**src/rtl/fetch_pkg.sv**
```systemverilog
// fetch_pkg
// Shared types and constants for the instruction-fetch stage:
//   PC_W / INST_W  - program counter and instruction widths
//   BUBBLE_INST    - instruction word presented while out_valid is 0
//   fetch_state_e  - FETCH (request in flight or about to launch),
//                    HOLD (instruction parked while downstream stalls)
//   fetch_out_t    - the {valid, pc, inst} triple handed to IF/ID
package fetch_pkg;

  localparam int unsigned PC_W   = 32;
  localparam int unsigned INST_W = 32;

  localparam logic [INST_W-1:0] BUBBLE_INST = 32'h0000_0000;

  typedef enum logic {
    FETCH = 1'b0,
    HOLD  = 1'b1
  } fetch_state_e;

  typedef struct packed {
    logic              valid;
    logic [PC_W-1:0]   pc;
    logic [INST_W-1:0] inst;
  } fetch_out_t;

endpackage : fetch_pkg

```
**src/rtl/fetch_if.sv**
```systemverilog
// fetch_if
// Instruction-memory request/acknowledge bus.
//   req   - fetch side requests an instruction
//   addr  - word address, held stable while req is high
//   ack   - memory returns data this cycle (may coincide with the
//           first cycle of req)
//   rdata - instruction word, meaningful only while ack is high
// Modports: master = fetch stage, slave = instruction memory.
interface fetch_if;
  import fetch_pkg::*;

  logic              req;
  logic [PC_W-1:0]   addr;
  logic              ack;
  logic [INST_W-1:0] rdata;

  modport master (
    output req,
    output addr,
    input  ack,
    input  rdata
  );

  modport slave (
    input  req,
    input  addr,
    output ack,
    output rdata
  );

endinterface : fetch_if

```
**src/rtl/fetch_hold_reg.sv**
```systemverilog
// fetch_hold_reg
// Single-entry pending register that parks one fetched instruction
// while the downstream stage is stalled.
//   clk, rst_n  - clock, synchronous active-low reset
//   load        - capture load_pc / load_inst, mark entry valid
//   clear       - drop the entry (wins over load)
//   load_pc     - PC of the instruction being parked
//   load_inst   - instruction word being parked
//   valid       - entry holds an instruction
//   pc, inst    - parked PC and instruction
module fetch_hold_reg
  import fetch_pkg::*;
(
  input  logic              clk,
  input  logic              rst_n,
  input  logic              load,
  input  logic              clear,
  input  logic [PC_W-1:0]   load_pc,
  input  logic [INST_W-1:0] load_inst,
  output logic              valid,
  output logic [PC_W-1:0]   pc,
  output logic [INST_W-1:0] inst
);

  // NOTE: sequential state is written with non-blocking assignments so
  // every register samples the pre-edge values of its inputs.
  always_ff @(posedge clk) begin
    if (!rst_n) begin
      valid <= 1'b0;
    end else if (clear) begin
      valid <= 1'b0;
    end else if (load) begin
      valid <= 1'b1;
    end
  end

  // NOTE: only the valid flag is reset; the payload is never read unless
  // valid is set, so resetting it would just add reset fan-out.
  always_ff @(posedge clk) begin
    if (load) begin
      pc   <= load_pc;
      inst <= load_inst;
    end
  end

endmodule : fetch_hold_reg

```
**src/rtl/fetch_unit.sv**
```systemverilog
// fetch_unit
// Instruction-fetch stage. Keeps the program counter, fetches one
// instruction per memory acknowledge and presents {pc, inst, valid} to
// the IF/ID buffer. Handles downstream stall (instruction parked in a
// pending register) and branch/jump redirect, including a redirect that
// lands while a memory request is still outstanding (that request is
// completed on the bus and its data dropped).
//   clk, rst_n      - clock, synchronous active-low reset
//   stall           - downstream stall; out_* hold their value
//   redirect_valid  - taken branch/jump this cycle (highest priority)
//   redirect_pc     - redirect target
//   imem            - instruction memory bus (master side)
//   out_valid       - out_inst is a real instruction (0 = bubble)
//   out_pc          - PC of out_inst
//   out_inst        - fetched instruction, BUBBLE_INST when not valid
module fetch_unit
  import fetch_pkg::*;
#(
  parameter logic [PC_W-1:0] RESET_PC = 32'h0000_0000,
  parameter logic [PC_W-1:0] PC_STEP  = 32'h0000_0001
) (
  input  logic              clk,
  input  logic              rst_n,
  input  logic              stall,
  input  logic              redirect_valid,
  input  logic [PC_W-1:0]   redirect_pc,
  fetch_if.master           imem,
  output logic              out_valid,
  output logic [PC_W-1:0]   out_pc,
  output logic [INST_W-1:0] out_inst
);

  fetch_state_e      state_q, state_d;
  logic [PC_W-1:0]   pc_q, pc_d;
  logic              squash_q, squash_d;
  logic [PC_W-1:0]   squash_addr_q, squash_addr_d;
  fetch_out_t        out_q, out_d;

  logic              hold_load;
  logic              hold_clear;
  logic              hold_valid;
  logic [PC_W-1:0]   hold_pc;
  logic [INST_W-1:0] hold_inst;

  logic              fetching;
  logic              ack_seen;
  logic [PC_W-1:0]   req_addr;

  // A squashed request must keep its original address on the bus until
  // it is acknowledged, even though pc already points at the new target.
  assign req_addr = squash_q ? squash_addr_q : pc_q;
  assign fetching = (state_q == FETCH);
  assign ack_seen = fetching && imem.ack;

  assign imem.req  = rst_n && fetching;
  assign imem.addr = req_addr;

  assign out_valid = out_q.valid;
  assign out_pc    = out_q.pc;
  assign out_inst  = out_q.inst;

  fetch_hold_reg u_hold (
    .clk       (clk),
    .rst_n     (rst_n),
    .load      (hold_load),
    .clear     (hold_clear),
    .load_pc   (req_addr),
    .load_inst (imem.rdata),
    .valid     (hold_valid),
    .pc        (hold_pc),
    .inst      (hold_inst)
  );

  always_ff @(posedge clk) begin
    if (!rst_n) begin
      state_q       <= FETCH;
      pc_q          <= RESET_PC;
      squash_q      <= 1'b0;
      squash_addr_q <= '0;
      out_q         <= '{valid: 1'b0, pc: '0, inst: BUBBLE_INST};
    end else begin
      state_q       <= state_d;
      pc_q          <= pc_d;
      squash_q      <= squash_d;
      squash_addr_q <= squash_addr_d;
      out_q         <= out_d;
    end
  end

  // NOTE: every signal driven here gets a default first, so no path
  // through the case/if tree can leave one unassigned and infer a latch.
  always_comb begin
    state_d       = state_q;
    pc_d          = pc_q;
    squash_d      = squash_q;
    squash_addr_d = squash_addr_q;
    out_d         = out_q;
    hold_load     = 1'b0;
    hold_clear    = 1'b0;

    if (redirect_valid) begin
      pc_d        = redirect_pc;
      hold_clear  = 1'b1;
      out_d.valid = 1'b0;
      out_d.inst  = BUBBLE_INST;
      state_d     = FETCH;
      if (fetching && !imem.ack) begin
        // Request still in flight: remember its address once; a second
        // redirect before the ack only retargets pc.
        squash_d = 1'b1;
        if (!squash_q) begin
          squash_addr_d = req_addr;
        end
      end else begin
        // Either no request, or it retires right now and its data is
        // dropped here.
        squash_d = 1'b0;
      end
    end else begin
      case (state_q)
        FETCH: begin
          if (ack_seen && squash_q) begin
            squash_d = 1'b0;
            if (!stall) begin
              out_d.valid = 1'b0;
              out_d.inst  = BUBBLE_INST;
            end
          end else if (ack_seen && !stall) begin
            out_d = '{valid: 1'b1, pc: req_addr, inst: imem.rdata};
            pc_d  = pc_q + PC_STEP;
          end else if (ack_seen) begin
            hold_load = 1'b1;
            state_d   = HOLD;
          end else if (!stall) begin
            out_d.valid = 1'b0;
            out_d.inst  = BUBBLE_INST;
          end
        end
        HOLD: begin
          if (!stall) begin
            out_d      = '{valid: hold_valid, pc: hold_pc, inst: hold_inst};
            hold_clear = 1'b1;
            pc_d       = pc_q + PC_STEP;
            state_d    = FETCH;
          end
        end
        default: begin
          state_d = FETCH;
        end
      endcase
    end
  end

endmodule : fetch_unit

```
**src/flat_wrapper.sv**
```systemverilog
// flat-port wrapper written by rule: the top's interface ports become plain ports
module fetch_unit_flat import fetch_pkg::*;
#(
  parameter logic [PC_W-1:0] RESET_PC = 32'h0000_0000,
  parameter logic [PC_W-1:0] PC_STEP  = 32'h0000_0001
)
  (clk, rst_n, stall, redirect_valid, redirect_pc, out_valid, out_pc, out_inst, imem_req, imem_addr, imem_ack, imem_rdata);
  fetch_if imem_i ();
  input  logic clk;
  input  logic rst_n;
  input  logic stall;
  input  logic redirect_valid;
  input  logic [PC_W-1:0] redirect_pc;
  output logic out_valid;
  output logic [PC_W-1:0] out_pc;
  output logic [INST_W-1:0] out_inst;
  output wire logic [$bits(imem_i.req)-1:0] imem_req;
  output wire logic [$bits(imem_i.addr)-1:0] imem_addr;
  input wire logic [$bits(imem_i.ack)-1:0] imem_ack;
  input wire logic [$bits(imem_i.rdata)-1:0] imem_rdata;
  assign imem_req = imem_i.req;
  assign imem_addr = imem_i.addr;
  assign imem_i.ack = imem_ack;
  assign imem_i.rdata = imem_rdata;
  fetch_unit #(.RESET_PC(RESET_PC), .PC_STEP(PC_STEP)) u_core (.clk(clk), .rst_n(rst_n), .stall(stall), .redirect_valid(redirect_valid), .redirect_pc(redirect_pc), .imem(imem_i), .out_valid(out_valid), .out_pc(out_pc), .out_inst(out_inst));
endmodule
```
**config.mk**
```make
export PLATFORM = sky130hd
export DESIGN_NAME = fetch_unit_flat
export DESIGN_NICKNAME = d
export VERILOG_FILES = /design/src/rtl/fetch_pkg.sv /design/src/rtl/fetch_if.sv /design/src/rtl/fetch_hold_reg.sv /design/src/rtl/fetch_unit.sv /design/src/flat_wrapper.sv
export SDC_FILE = /design/constraint.sdc
export NUM_CORES = 1
export LEC_CHECK = 0
export CAP_MARGIN = 20
export CORE_ASPECT_RATIO = 0.6
export CORE_MARGIN = 1.5
export CORE_UTILIZATION = 47
export DETAILED_ROUTE_END_ITERATION = 16
export GPL_TIMING_DRIVEN = 0
export PLACE_DENSITY = 0.77
export SLEW_MARGIN = 0
export SYNTH_ARGS = -nofsm -noshare
export SYNTH_HDL_FRONTEND = slang
export SYNTH_SLANG_ARGS = --single-unit
```
**constraint.sdc**
```tcl
create_clock -name clk -period 2.9 [get_ports clk]
set_clock_uncertainty 0.1 [all_clocks]
set_input_delay 0.58 -clock clk [delete_from_list [all_inputs] [get_ports clk]]
set_output_delay 0.58 -clock clk [all_outputs]
set_load 0.005 [all_outputs]
```
==> results.toml, run 1 <==
[sta]
slew_viol_final = 0
period_share_pct = 96.83
tightest_slew_ns = 1.118
rsz0062_at_grt = "no"
setup_ws_ns = 0.09187
min_period_ns = 2.808
max_slew_margin_pct = 24.78
setup_viol = 0
max_freq_ghz = 0.3561
final.setup.tns_ns = 0
hold_viol = 0

[synth]
netlist_area_sq_um = 8333
syn-num-nets = 919
synth_warnings = 0
async_reset_ff_share_pct = 0
ys_seq_area_share_pct = 54.77
synth_cells = 849
synth_seq_cells = 196
synth_flop_cell = "dfxtp_1"
yosys.cell_types.count = 52
syn-mean-instance-area_sq_um = 9.815
synth_edf_count = 64

[global_routing]
overflow = 0
grt_max_degree = 66
antenna_found_initial = 1
grt_use_total_pct = 26.88
grt_pass1_wl_um = 39050
grt_pass1_vias = 7059

[worst_setup_path]
critPathRequiredTime_ns = 2.22
cp.buffers_inverters = 3
worstPathCellList = "buf_4, buf_4, mux2_2, clkdlybuf4s50_1"
critPathMostFrequentCell = "buf_4"
start_kind = "flip-flop"
cp-end-kind = "primary output"
worstSetupPathType = "flip-flop to primary output"
slowest_delay_ns = 0.46
cp.arrival_ns = 2.13
crit_family = "buffers and inverters"
crit_path_top_delay_cell = "clkdlybuf4s50_1"
path_max_fanout = 10

[drt]
detail_route.vias_per_cell = 5.930
first_iter_violations = 812
wl_per_cell_um = 19.45
antenna_left = 0
drc = 0
vias = 7585
drt_wl_total_um = 24870
firstDrtPassIters = 5

[place]
pre_cts_slack_ns = -0.1398
gp_congestion = 0.9071
post-place-cells = 1248
dp_hpwl_um = 17200
port_buffers = 165

[job]
maxCapViolCount = 0

[clocking]
clk-insertion-delay-late_ns = 0.44
clock_sinks = 196
cts_made_buffers = 17
cts-root-buf = "clkbuf_16"
h-tree-depth = 4
clk_pin_slew_ns = 0.07
cts_setup_buffers = 0
clk_path_buf_depth = 2
cts_tree = "yes"
cts_hold_buf = 0

[power]
p_total_w = 0.006115
p_leak_nw = 3.548
powerDensity_nw_per_um2 = 560.9
vdd_ir_drop_max_v = 0.0003010

[floorplan]
start_util_pct = 48.39
io_pins = 167
die_h_um = 106.1
coreArea_sq_um = 17220
dieArea_sq_um = 18560
rows = 37
die_x_um = 174.9

[min_path]
hp-class = "flip-flop to flip-flop"

[final_layout]
utilization_pct = 63.31
final-instance-count-excl-fill = 1279
diodes = 0
synthToLayoutAreaGrowth_pct = 30.84
drive_above_1_share_pct = 8.517
final_nets = 1102

[outcome]
status = "finished clean"
## what timing repair did
item / CTS / global route
hold endpoints to repair: 0 / 0
pin swaps: 0 / 0
resized for setup: 6 / 5
endpoints found under the setup margin: 27 / 15
## layer usage
layer	global-route usage (%)	vias to the layer above	wire length [um]
li1	-	3519	-
met1	39.10	3585	11440
met2	39.29	436	10550
met3	7.332	43	2485
met4	7.021	2	383
met5	0	-	9
## per-stage QoR
stage	hold WS [ns]	cell area, sq um
3_5_place_dp	0.3433	10280
2_1_floorplan	0.3329	8334
6_report	0.3533	10900
4_1_cts	0.3546	10890
5_1_grt	0.3743	10900
3_3_place_gp	0.3377	10280
## placed cells by master (no fill, tap or decap), types with 3 or more instances in the layout
master	synthesis	routed
buf_4	1	6
dfxtp_1	132	132
clkinv_8	0	4
a221oi_1	32	32
or3_1	6	6
nor3_1	35	35
o31ai_1	7	7
o211ai_1	35	35
mux2_2	29	29
a21oi_1	69	69
nand2b_1	34	34
inv_1	7	7
and3_1	5	4
a31oi_1	13	13
buf_1	4	3
clkbuf_1	53	52
or4_1	11	11
o21ai_0	35	34
o41a_1	6	6
nand3_1	12	12
a211oi_1	13	13
o31a_1	3	3
nand4_1	7	7
buf_2	13	8
nand2_1	117	117
and4_1	7	7
nor4_1	13	13
clkbuf_16	0	17
nor2b_1	8	8
clkdlybuf4s50_1	0	165
edfxtp_1	64	64
nor2_1	49	49
inv_8	0	5
## area by class of cell
cell class / count / area [sq um]
fill: 1440 / 6319
sequential: 196 / 4564
multi-input combinational: 571 / 3440
timing repair buffer: 165 / 1652
clock buffer: 17 / 425.4
buffer: 73 / 320.3
tap: 234 / 292.8
clock inverter: 15 / 178.9
inverter: 8 / 30.03
## worst register-to-register path: cells and delay by family, from the launching register on
| family | cells | cell delay [ns] |
|---|---|---|
| buffers and inverters | 1 | 0.19 |
| AO/OA/AOI/OAI | 1 | 0.40 |
| flip-flops | 1 | 0.33 |
| AND/OR/NAND/NOR | 2 | 1.33 |
## flip-flops by register name, indices dropped and copies added (netlist names), named ones only
name                  count
u_core.pc_q              32
u_core.u_hold.pc         32
u_core.state_q            1
u_core.out_pc            32
u_core.squash_q           1
u_core.u_hold.inst       32
u_core.u_hold.valid       1
u_core.out_inst          32
u_core.squash_addr_q     32
## cells by family after synthesis
logic type / count (synthesis) / synth area share (%)
AO/OA/AOI/OAI: 227 / 18.45
multiplexers: 30 / 4.039
XOR/XNOR: 4 / 0.4205
AND/OR/NAND/NOR: 309 / 18.11
adder cells (fa/ha/maj): 1 / 0.1501
flip-flops: 196 / 54.77
buffers and inverters: 82 / 4.054
## power by group
part           internal (W)  switching [W]
clock               0.00118        0.00123
sequential          0.00294      0.0000761
combinational      0.000328       0.000367
total               0.00444        0.00167
## final timing paths
check	to	depth (start not counted)	slack [ns]	from
worst max register to register	u_core.u_hold.valid$_SDFFE_PP0P_	4	0.50	u_core.squash_q$_SDFFE_PN0P_
worst min register to register	u_core.out_pc[17]$_SDFFE_PN0P_	2	0.35	u_core.out_pc[17]$_SDFFE_PN0P_
worst max-delay path	imem_addr[8]	4	0.09	u_core.squash_q$_SDFFE_PN0P_
worst min-delay path	u_core.out_pc[17]$_SDFFE_PN0P_	2	0.35	u_core.out_pc[17]$_SDFFE_PN0P_
## cell usage after synthesis, types with 6 or more instances
cell type | instances | area share [%]
o21ai_0 | 35 | 2.1
dfxtp_1 | 132 | 32
a31oi_1 | 13 | 0.98
o41a_1 | 6 | 0.81
nand3_1 | 12 | 0.72
clkbuf_1 | 53 | 2.4
o211ai_1 | 35 | 3.2
a221oi_1 | 32 | 3.4
buf_2 | 13 | 0.78
and4_1 | 7 | 0.74
nor2b_1 | 8 | 0.60
inv_1 | 7 | 0.32
edfxtp_1 | 64 | 23
a211oi_1 | 13 | 1.2
nand4_1 | 7 | 0.53
nor2_1 | 49 | 2.2
nor3_1 | 35 | 2.1
a21oi_1 | 69 | 4.1
o31ai_1 | 7 | 0.63
nand2_1 | 117 | 5.3
nand2b_1 | 34 | 2.6
or4_1 | 11 | 0.99
nor4_1 | 13 | 0.98
or3_1 | 6 | 0.45
mux2_2 | 29 | 3.9
Power figures use the tool's default switching activity.
==> run 2, diff against run 1 <==
- ABC_CLOCK_PERIOD_IN_PS: default -> 2900
==> results of run 2 <==
Same layout as run 1: the final DEF is identical, and so are final timing and power.
==> run 3, diff against run 2 <==
- ABC_AREA: default -> 1
- PLACE_DENSITY: 0.77 -> 0.76
==> results.toml, run 3 <==
[sta]
setup_viol = 0
max_slew_margin_pct = 59.56
period_share_pct = 98.35
final.setup.tns_ns = 0
hold_viol = 0
min_period_ns = 2.852
rsz0062_at_grt = "yes"
tightest_slew_ns = 0.6066
max_freq_ghz = 0.3506
whs_ns = 0.3479
slew_viol_final = 0

[drt]
drc = 0
antenna_left = 0
wl_per_cell_um = 16.62
drt_wl_total_um = 25940
firstDrtPassIters = 6
detail_route.vias_per_cell = 5.287
first_iter_violations = 732
vias = 8253

[clocking]
cts-root-buf = "clkbuf_16"
clk-insertion-delay-late_ns = 0.43
clk_pin_slew_ns = 0.07
cts_tree = "yes"
cts_made_buffers = 17
clock_sinks = 196
h-tree-depth = 4
clk_path_buf_depth = 2

[place]
gp_congestion = 0.9485
port_buffers = 165
post-place-cells = 1530
placed_area_sq_um = 10700
dp_hpwl_um = 19070

[synth]
synth_seq_cells = 196
synth.most_common_cell = "nand2_1"
synth_edf_count = 64
synth_fa_ha_area_share_pct = 0.1448
yosys.area.top_type = "dfxtp_1"
synth_cells = 1120
async_reset_ff_share_pct = 0
synthTopCellsByCount = "nand2_1 (360), dfxtp_1 (132), a21oi_1 (88)"
yosys.cell_types.count = 31
yosysTopAreaCellShare_pct = 30.59
synth_compound_area_share_pct = 14.74
netlist_area_sq_um = 8640
synth_flop_cell = "dfxtp_1"
synth_top_family_by_area = "simple AND/OR/NAND/NOR gates"
synthTopCellsByArea = "dfxtp_1 (31%), edfxtp_1 (22%), nand2_1 (16%)"
synth_warnings = 0
synthMuxAreaShare_pct = 0
ys_seq_area_share_pct = 52.83
syn-mean-instance-area_sq_um = 7.714
yosys.area_share.simple_pct = 24.33
synth_xor_area_share_pct = 0.8110
syn-num-nets = 1190

[final_layout]
diodes = 0
final-instance-count-excl-fill = 1561
final_common_cell = "nand2_1"
drive_above_1_share_pct = 6.435
final_nets = 1378
postLayoutCellArea_sq_um = 11320
final_cell_mix = "nand2_1 (359), clkdlybuf4s50_1 (164), dfxtp_1 (132)"
synthToLayoutAreaGrowth_pct = 30.99

[worst_setup_path]
start_kind = "flip-flop"
critPathRequiredTime_ns = 2.22
path_max_fanout = 10
worstSetupPathType = "flip-flop to primary output"
cp.arrival_ns = 2.17
cp-end-kind = "primary output"
ff2ff_setup_slack_ns = 0.72

[power]
p_switching_w = 0.001695
p_leak_nw = 4.132
p_comb_share_pct = 12.4
pwr-share-clk_pct = 38.6
power_frac_seq_pct = 49.0
internal_power_w = 0.004558
vdd_ir_drop_max_v = 0.0004084
p_sw_share_pct = 27.11
p_total_w = 0.006253
powerDensity_nw_per_um2 = 552.6

[job]
maxCapViolCount = 0

[global_routing]
antenna_found_initial = 0
grt_pass1_wl_um = 40730
grt_use_total_pct = 27.64
grt_max_degree = 20
overflow = 0
grt_pass1_vias = 7663

[outcome]
status = "finished clean"

[floorplan]
rows = 38
start_util_pct = 47.94
dieArea_sq_um = 19230
io_pins = 167
die_x_um = 178.0
coreArea_sq_um = 18020
die_h_um = 108.0

[min_path]
hp-class = "flip-flop to flip-flop"
-- run 3: power by group through the flow --
stage / combinational, W / clock, W / sequential [W]
final: 0.000778 / 0.00241 / 0.00306
after global routing: 0.000857 / 0.00255 / 0.00308
after CTS: 0.000770 / 0.00243 / 0.00306
after detailed placement: 0.000758 / 0 / 0.00312
after global placement: 0.000735 / 0 / 0.00312
after floorplan: 0.000369 / 0 / 0.00311
-- run 3: final timing paths --
path                                         from                              endpoint  cells past startpoint
max reg2reg             u_core.state_q$_SDFF_PP0_        u_core.u_hold.pc[11]$_DFFE_PP_                      6
max                  u_core.squash_q$_SDFFE_PN0P_                          imem_addr[3]                      4
min reg2reg  u_core.squash_addr_q[7]$_SDFFE_PN0P_  u_core.squash_addr_q[7]$_SDFFE_PN0P_                      2
min          u_core.squash_addr_q[7]$_SDFFE_PN0P_  u_core.squash_addr_q[7]$_SDFFE_PN0P_                      2
-- run 3: per-layer routing --
| layer | share of wire [%] | up-vias | wire (um) | global-route usage, % |
|---|---|---|---|---|
| met5 | 0 | - | 0 | 0 |
| met3 | 8.7 | 22 | 2256 | 5.028 |
| li1 | - | 4067 | - | - |
| met1 | 50 | 3822 | 13090 | 43.17 |
| met2 | 40 | 342 | 10400 | 39.24 |
| met4 | 0.74 | 0 | 193 | 5.942 |
-- run 3: layout make-up --
class                   instances  area, sq um
inverters                      89        337.8
clock inverters                14        160.2
fillers                      1588         6703
multi-input cells             768         3490
repair buffers                171         1722
clock buffers                  18        429.2
well taps                     240        300.3
flip-flops and latches        196         4564
plain buffers                  65        314.1
-- run 3: kinds of logic after synthesis --
| logic type | count (synthesis) |
|---|---|
| flops | 196 |
| fa+ha+maj | 1 |
| simple gates | 517 |
| compound gates | 242 |
| xor+xnor | 8 |
| buf+inv | 156 |
-- run 3: per-stage QoR --
step | worst slack (ns) | util [%]
after floorplan | -0.5492 | -
after global placement | -2.112 | 59.05
after detailed placement | -0.6937 | 59.40
after CTS | -0.04648 | 62.79
after global routing | -0.02677 | 62.80
final | 0.04799 | 62.80
-- run 3: critical path: stages (launching register included) --
cell,delay (ns)
dfxtp_1,0.30
buf_2,0.18
buf_2,0.22
o21ai_0,0.45
clkdlybuf4s50_1,0.60
-- run 3: timing repair --
action	CTS	global route
endpoints found under the setup margin	30	32
pin swaps	0	0
hold endpoints to repair	0	0
buffers inserted	1	0
cloned	0	0
resized for setup	21	22
hold buffers	0	0
